**src/rtl/instruction_decode.sv**
```systemverilog
// ID stage of the MIPS32 pipeline: register file, operand read, imm sign-extend, opcode class, ID_EX latch.
// Optional load-use interlock enabled by defining LOAD_USE_STALL_EN.
module instruction_decode #(
  parameter int                 DATA_W = 32,
  parameter int                 NREGS  = 32,
  parameter logic [DATA_W-1:0]  NOP_IR = 32'h0000_0000
) (
  input  logic                        clk2,
  input  logic                        rst_n,
  input  logic                        HALTED,
  input  logic                        TAKEN_BRANCH,
  input  logic [31:0]                 IF_ID_IR,
  input  logic [31:0]                 IF_ID_NPC,
  input  logic                        wb_we,
  input  logic [$clog2(NREGS)-1:0]    wb_addr,
  input  logic [DATA_W-1:0]           wb_data,
  output logic [31:0]                 ID_EX_IR,
  output logic [31:0]                 ID_EX_NPC,
  output logic [DATA_W-1:0]           ID_EX_A,
  output logic [DATA_W-1:0]           ID_EX_B,
  output logic [DATA_W-1:0]           ID_EX_Imm,
  output logic [2:0]                  ID_EX_type,
  output logic                        illegal_op,
  output logic                        id_stall
);

  localparam int AW = $clog2(NREGS);

  typedef enum logic [2:0] {
    T_RR_ALU  = 3'd0,
    T_RM_ALU  = 3'd1,
    T_LOAD    = 3'd2,
    T_STORE   = 3'd3,
    T_BRANCH  = 3'd4,
    T_HALT    = 3'd5,
    T_NOP     = 3'd6,
    T_ILLEGAL = 3'd7
  } itype_t;

  logic [DATA_W-1:0] regs [NREGS];

  logic [5:0]        opcode;
  logic [AW-1:0]     rs;
  logic [AW-1:0]     rt;
  itype_t            dec_type;
  logic [DATA_W-1:0] rd_a;
  logic [DATA_W-1:0] rd_b;
  logic [DATA_W-1:0] imm_ext;

  assign opcode  = IF_ID_IR[31:26];
  assign rs      = IF_ID_IR[21 +: AW];
  assign rt      = IF_ID_IR[16 +: AW];
  assign imm_ext = {{(DATA_W-16){IF_ID_IR[15]}}, IF_ID_IR[15:0]};

  always_comb begin
    dec_type = T_ILLEGAL;
    case (opcode)
      6'b000000, 6'b000001, 6'b000010,
      6'b000011, 6'b000100, 6'b000101: dec_type = T_RR_ALU;
      6'b001010, 6'b001011, 6'b001100: dec_type = T_RM_ALU;
      6'b001000:                       dec_type = T_LOAD;
      6'b001001:                       dec_type = T_STORE;
      6'b001101, 6'b001110:            dec_type = T_BRANCH;
      6'b111111:                       dec_type = T_HALT;
      default:                         dec_type = T_ILLEGAL;
    endcase
  end

  // R0 is hard zero; a same-edge WB write to the addressed register is forwarded.
  always_comb begin
    rd_a = '0;
    rd_b = '0;
    if (rs != '0) rd_a = (wb_we && (wb_addr == rs)) ? wb_data : regs[rs];
    if (rt != '0) rd_b = (wb_we && (wb_addr == rt)) ? wb_data : regs[rt];
  end

`ifdef LOAD_USE_STALL_EN
  logic [4:0] ld_dst;
  logic       uses_rt;

  assign ld_dst  = ID_EX_IR[20:16];
  assign uses_rt = (dec_type == T_RR_ALU) || (dec_type == T_STORE) || (dec_type == T_BRANCH);
  assign id_stall = !HALTED && !TAKEN_BRANCH &&
                    (ID_EX_type == T_LOAD) && (ld_dst != 5'd0) &&
                    ((ld_dst == IF_ID_IR[25:21]) || (uses_rt && (ld_dst == IF_ID_IR[20:16])));
`else
  assign id_stall = 1'b0;
`endif

  always_ff @(posedge clk2 or negedge rst_n) begin
    if (!rst_n) begin
      for (int i = 0; i < NREGS; i++) regs[i] <= '0;
    end else if (wb_we && (wb_addr != '0)) begin
      regs[wb_addr] <= wb_data;
    end
  end

  always_ff @(posedge clk2 or negedge rst_n) begin
    if (!rst_n) begin
      ID_EX_IR   <= '0;
      ID_EX_NPC  <= '0;
      ID_EX_A    <= '0;
      ID_EX_B    <= '0;
      ID_EX_Imm  <= '0;
      ID_EX_type <= T_NOP;
      illegal_op <= 1'b0;
    end else if (HALTED) begin
      ID_EX_IR   <= ID_EX_IR;
    end else if (TAKEN_BRANCH || id_stall) begin
      // Bubble keeps NPC so downstream PC bookkeeping stays consistent.
      ID_EX_IR   <= NOP_IR;
      ID_EX_NPC  <= IF_ID_NPC;
      ID_EX_A    <= '0;
      ID_EX_B    <= '0;
      ID_EX_Imm  <= '0;
      ID_EX_type <= T_NOP;
    end else begin
      ID_EX_IR   <= IF_ID_IR;
      ID_EX_NPC  <= IF_ID_NPC;
      ID_EX_A    <= rd_a;
      ID_EX_B    <= rd_b;
      ID_EX_Imm  <= imm_ext;
      ID_EX_type <= dec_type;
      if (dec_type == T_ILLEGAL) illegal_op <= 1'b1;
    end
  end

endmodule
```
**config.mk**
```make
export PLATFORM = sky130hd
export DESIGN_NAME = instruction_decode
export DESIGN_NICKNAME = d
export VERILOG_FILES = /design/src/rtl/instruction_decode.sv
export SDC_FILE = /design/constraint.sdc
export NUM_CORES = 2
export LEC_CHECK = 0
export BUFFER_PORTS_ARGS = -buffer_cell sky130_fd_sc_hd__buf_4
export CORE_AREA = 5 5 333 335
export CTS_CLUSTER_SIZE = 12
export DETAILED_ROUTE_END_ITERATION = 7
export DIE_AREA = 0 0 338 340
export PLACE_DENSITY = 0.78
export SLEW_MARGIN = 30
export SYNTH_ARGS = -nofsm -noshare
export SYNTH_HDL_FRONTEND = slang
export SYNTH_SLANG_ARGS = --single-unit
```
**constraint.sdc**
```tcl
create_clock -name clk2 -period 1.9 [get_ports clk2]
set_input_delay 0.38 -clock clk2 [delete_from_list [all_inputs] [get_ports clk2]]
set_output_delay 0.38 -clock clk2 [all_outputs]
set_load 0.01 [all_outputs]
```
==> metrics.sh <==
RUN_STATUS='finished with violations'
FAILED_CHECKS='setup timing'
FINAL-MAX-SLEW-VIOLATION-COUNT=0
CRIT_SLOWEST_CELL='sky130_fd_sc_hd__mux4_2'
NET_COUNT_OF_THE_MAPPED_NETLIST=4108
TIMING_HOLD_VIOLATIONS_FINAL=0
AREA_GROWTH_PCT=23.1
ASYNCSETRESETFLOPFRACSYNTH=1.00
CRIT_PATH_CELL_TRACE='mux4_2 > a22o_1 > a2111oi_2 > buf_4 > a211oi_2 > a221o_1'
PLACEDINSTANCEAREA_MM2=0.0684
DRTANTENNAVIOLNETS=0
DRC_ERRORS=0
HOLD_PATH_CLASS='in2reg'
GRT_MAX_DEGREE=91
DRT_ITER0_DRC=5210
PLACEMENT.IO_BUFFERS=269
CTS_INSERTED_BUFFERS=117
PLACEABLECOREAREA_MM2=0.108
SYNTH_CELLS=3999
TIMING.FINAL.CRIT_SHARE=1.04
NETLIST_AREA_MM2=0.0595
GRT_PASS1_VIAS=44500
SYNTH-SEQ-CELLS=1156
MULTI_INPUT_COMB_AREA_MM2=0.0292
SETUP-VIOLATIONS-FINAL=1
CTS_TREE='done'
SYNTH_AREA_PER_CELL_UM2=14.9
POWERDENSITY_mW_PER_MM2=976
INSERTION_DELAY_PS=730
SYNTHFLOPTYPE='sky130_fd_sc_hd__dfrtp_1'
FP-ROW-COUNT=121
INITIAL_UTILIZATION=0.552
DESIGN_AREA_MM2=0.0733
CTS_ROOT_BUFFER='sky130_fd_sc_hd__clkbuf_16'
CRIT_TYPE='reg2reg'
DIE-AREA_MM2=0.115
CRITPATHTOPFAMILY='compound AO/OA/AOI/OAI gates'
GR-TOTAL-OVERFLOW=0
TIMING.HOLD.WS_PS=40.5
FMAXACHIEVABLE_MHz=506
DETAIL_ROUTE.VIAS_PER_CELL=7.09
PEAKVDDDROP_V=0.000870
NUMBER_OF_FLOPS_MAPPED_TO_ENABLE_CELLS_BY_YOSYS=0
FINALNETCOUNT=4674
ANTENNA_FOUND_INITIAL=16
YS.WARNINGS.COUNT=0
DIE_HEIGHT_UM=340
YOSYSUNIQUECELLTYPES=62
CLKSLEWWORSTSETUPHOLDPATHS_PS=60
SETUP.WORST_PATH.START_CLASS='register'
CTS_NUM_SINKS=1156
ROUTE.DETAILED.WL_PER_INST_UM=34.0
HTREE_NUM_LEVELS=3
TIMING.SLEW.HEADROOM=0.508
SETUP_TOTAL_NEGATIVE_SLACK_PS=-76.8
DETAILEDROUTE.FIRSTPASSITERATIONCOUNT=6
VIA_COUNT=43100
GR-USAGE-ALL-LAYERS=0.357
WIRELENGTH_MM=206
WORST_CLOCK_SKEW_PS=20.4
DIE-WIDTH_UM=338
SYNTH_SEQ_AREA_SHARE=0.486
GPL.FINAL_WEIGHTED_CONGESTION=0.903
FINAL.FILL_COUNT=7053
FINAL.MIN_CLOCK_PERIOD_PS=1980
HPWLAFTERDP_MM=136
CTS_BUFFER_DEPTH=3
WORST_SLEW_PIN_SLEW_PS=736
SEQUENTIAL_CELL_AREA_MM2=0.0289
MAX-CAP-VIOLATIONS=0
WIRE_LENGTH_OF_THE_FIRST_GLOBAL_ROUTING_PASS_MM=302
CRITICAL_PATH.ENDPOINT_TYPE='register'
PATH_BUF_INV=1
SETUP_SLACK_PS=-76.8
DESIGN.PORTCOUNT=271
TIMING.CRITICAL_PATH.ARRIVAL_PS=2580
RSZ_0062_RAISED_AFTER_GLOBAL_ROUTING='yes'
DRIVE_ABOVE_1_SHARE=0.580
CRITPATHMAXFANOUT=3
REQUIRED_PS=2500
CELLLEAKAGEPOWER_nW=32.3
TIMING.CRITICAL_PATH.SLOWEST_CELL_DELAY_PS=470
LAYOUT.CORE_UTILIZATION=0.680
-- state kept, by name (all words and copies together) (netlist names) --
signal / flops
ID_EX_type: 3
ID_EX_NPC: 32
illegal_op: 1
ID_EX_A: 32
regs: 1024
ID_EX_B: 32
ID_EX_IR: 32
-- kinds of logic after synthesis --
group	Yosys count	share of synthesized area
AOI/OAI and AO/OA	442	0.0568
buffers and inverters	488	0.0392
adders and majority gates	3	0.000631
DFF	1156	0.486
muxes	1656	0.394
and+or+nand+nor	243	0.0213
other	1	0.0000630
xor gates and xnor gates	10	0.00147
-- per-stage QoR --
step,setup WS [ps],cells,total power (W)
floorplan,-210,3999,0.0419
CTS,-27.0,6058,0.0711
global placement,-635,5793,0.0470
detailed placement,-648,5793,0.0479
finish,-76.8,6073,0.0715
global route,-86.2,6067,0.0740
-- cell type report --
cell class | instances | share of cell area
Antenna cell | 14 | 0.000478
Clock buffer | 181 | 0.0477
Clock inverter | 18 | 0.00383
Inverter | 5 | 0.000290
Multi-Input combinational cell | 2355 | 0.399
Sequential cell | 1156 | 0.395
Tap cell | 1414 | 0.0241
Timing Repair Buffer | 930 | 0.130
-- cells in the mapped netlist (all sizes together), types with 4 or more instances --
master	instances	area (um2)
xnor2	8	70.1
mux2i	144	1440
nand2	71	267
dfrtp	1154	28900
buf	226	1350
nor3	17	85.1
nor2b	28	175
a221o	61	611
or2	4	25.0
clkbuf	257	965
nand3b	7	52.6
o21ai	39	199
a22oi	45	338
a2111oi	35	339
a21oi	36	180
and3	4	25.0
nor4	22	138
nor3b	7	52.6
o221ai	32	280
o22ai	72	450
a211oi	53	398
mux4	445	10000
o31ai	4	30.0
a22o	39	342
mux2	1067	12000
nand3	7	35.0
o211ai	8	60.1
nand2b	29	181
a221oi	7	61.3
inv	5	18.8
nor2	34	130
-- final timing paths --
| path | endpoint | from | slack (ps) | depth (start not counted) |
|---|---|---|---|---|
| setup / recovery | ID_EX_A[24] | regs[760] | -80 | 6 |
| hold / removal | ID_EX_IR[27] | IF_ID_IR[27] | 40 | 3 |
| setup reg to reg | ID_EX_A[24] | regs[760] | -80 | 6 |
| hold reg to reg | regs[994] | regs[994] | 400 | 0 |
| max in group asynchronous | regs[914] | rst_n | 860 | 4 |
| min in group asynchronous | regs[600] | rst_n | 160 | 2 |
-- worst min-delay path, stage by stage --
cell and delay [ps]:
sky130_fd_sc_hd__buf_4 120, sky130_fd_sc_hd__inv_1 110, sky130_fd_sc_hd__o31ai_1 100
-- power by group --
| group | internal (W) | total [W] | switching [W] | leakage (nW) |
|---|---|---|---|---|
| registers | 0.0291 | 0.0327 | 0.00364 | 14.8 |
| clock network | 0.0133 | 0.0231 | 0.00979 | 1.84 |
| logic | 0.00949 | 0.0157 | 0.00625 | 15.6 |
| total | 0.0519 | 0.0715 | 0.0197 | 32.3 |
-- routing by layer --
metal	GRT usage	part of all wire	up-vias	wire length, um
met4	0.203	0.066	4	13700
met3	0.103	0.12	778	25000
li1	-	-	16600	-
met2	0.523	0.45	3067	92000
met5	0	0.00013	-	27
met1	0.480	0.37	22600	75500
-- cell usage in the layout (no fill, tap or decap), types with 8 or more instances in the layout --
master                          netlist  layout
sky130_fd_sc_hd__dfrtp_1           1154    1150
sky130_fd_sc_hd__mux2_2            1067    1065
sky130_fd_sc_hd__buf_4               54     679
sky130_fd_sc_hd__mux4_2             445     445
sky130_fd_sc_hd__buf_12               0     190
sky130_fd_sc_hd__mux2i_1            144     144
sky130_fd_sc_hd__clkbuf_16            0     120
sky130_fd_sc_hd__o22ai_1             72      68
sky130_fd_sc_hd__a221o_1             61      61
sky130_fd_sc_hd__nand2_1             71      55
sky130_fd_sc_hd__dlygate4sd3_1        0      53
sky130_fd_sc_hd__a22oi_1             45      43
sky130_fd_sc_hd__a22o_1              39      38
sky130_fd_sc_hd__a21oi_1             36      36
sky130_fd_sc_hd__clkbuf_1           257      35
sky130_fd_sc_hd__o21ai_0             36      34
sky130_fd_sc_hd__o221ai_1            32      32
sky130_fd_sc_hd__nand2b_1            29      28
sky130_fd_sc_hd__a211oi_2             0      27
sky130_fd_sc_hd__a211oi_1            53      26
sky130_fd_sc_hd__clkbuf_8             0      26
sky130_fd_sc_hd__nor2b_1             28      25
sky130_fd_sc_hd__nor2_4               0      19
sky130_fd_sc_hd__nor4_1              22      19
sky130_fd_sc_hd__a2111oi_2            2      17
sky130_fd_sc_hd__a2111oi_4            0      17
sky130_fd_sc_hd__nor3_1              17      16
sky130_fd_sc_hd__nand2_2              0      16
sky130_fd_sc_hd__nor2_1              33      15
sky130_fd_sc_hd__diode_2              0      14
sky130_fd_sc_hd__xnor2_1              8       8
sky130_fd_sc_hd__o211ai_1             8       8
-- repair_timing --
item / in CTS / in global routing
hold buffers: 53 / 0
buffers inserted: 14 / 2
pin swaps: 30 / 32
endpoints found under the setup margin: 45 / 33
cloned: 0 / 0
gates resized for setup: 24 / 29
endpoints found under the hold margin: 275 / 0
Power figures use the tool's default switching activity.
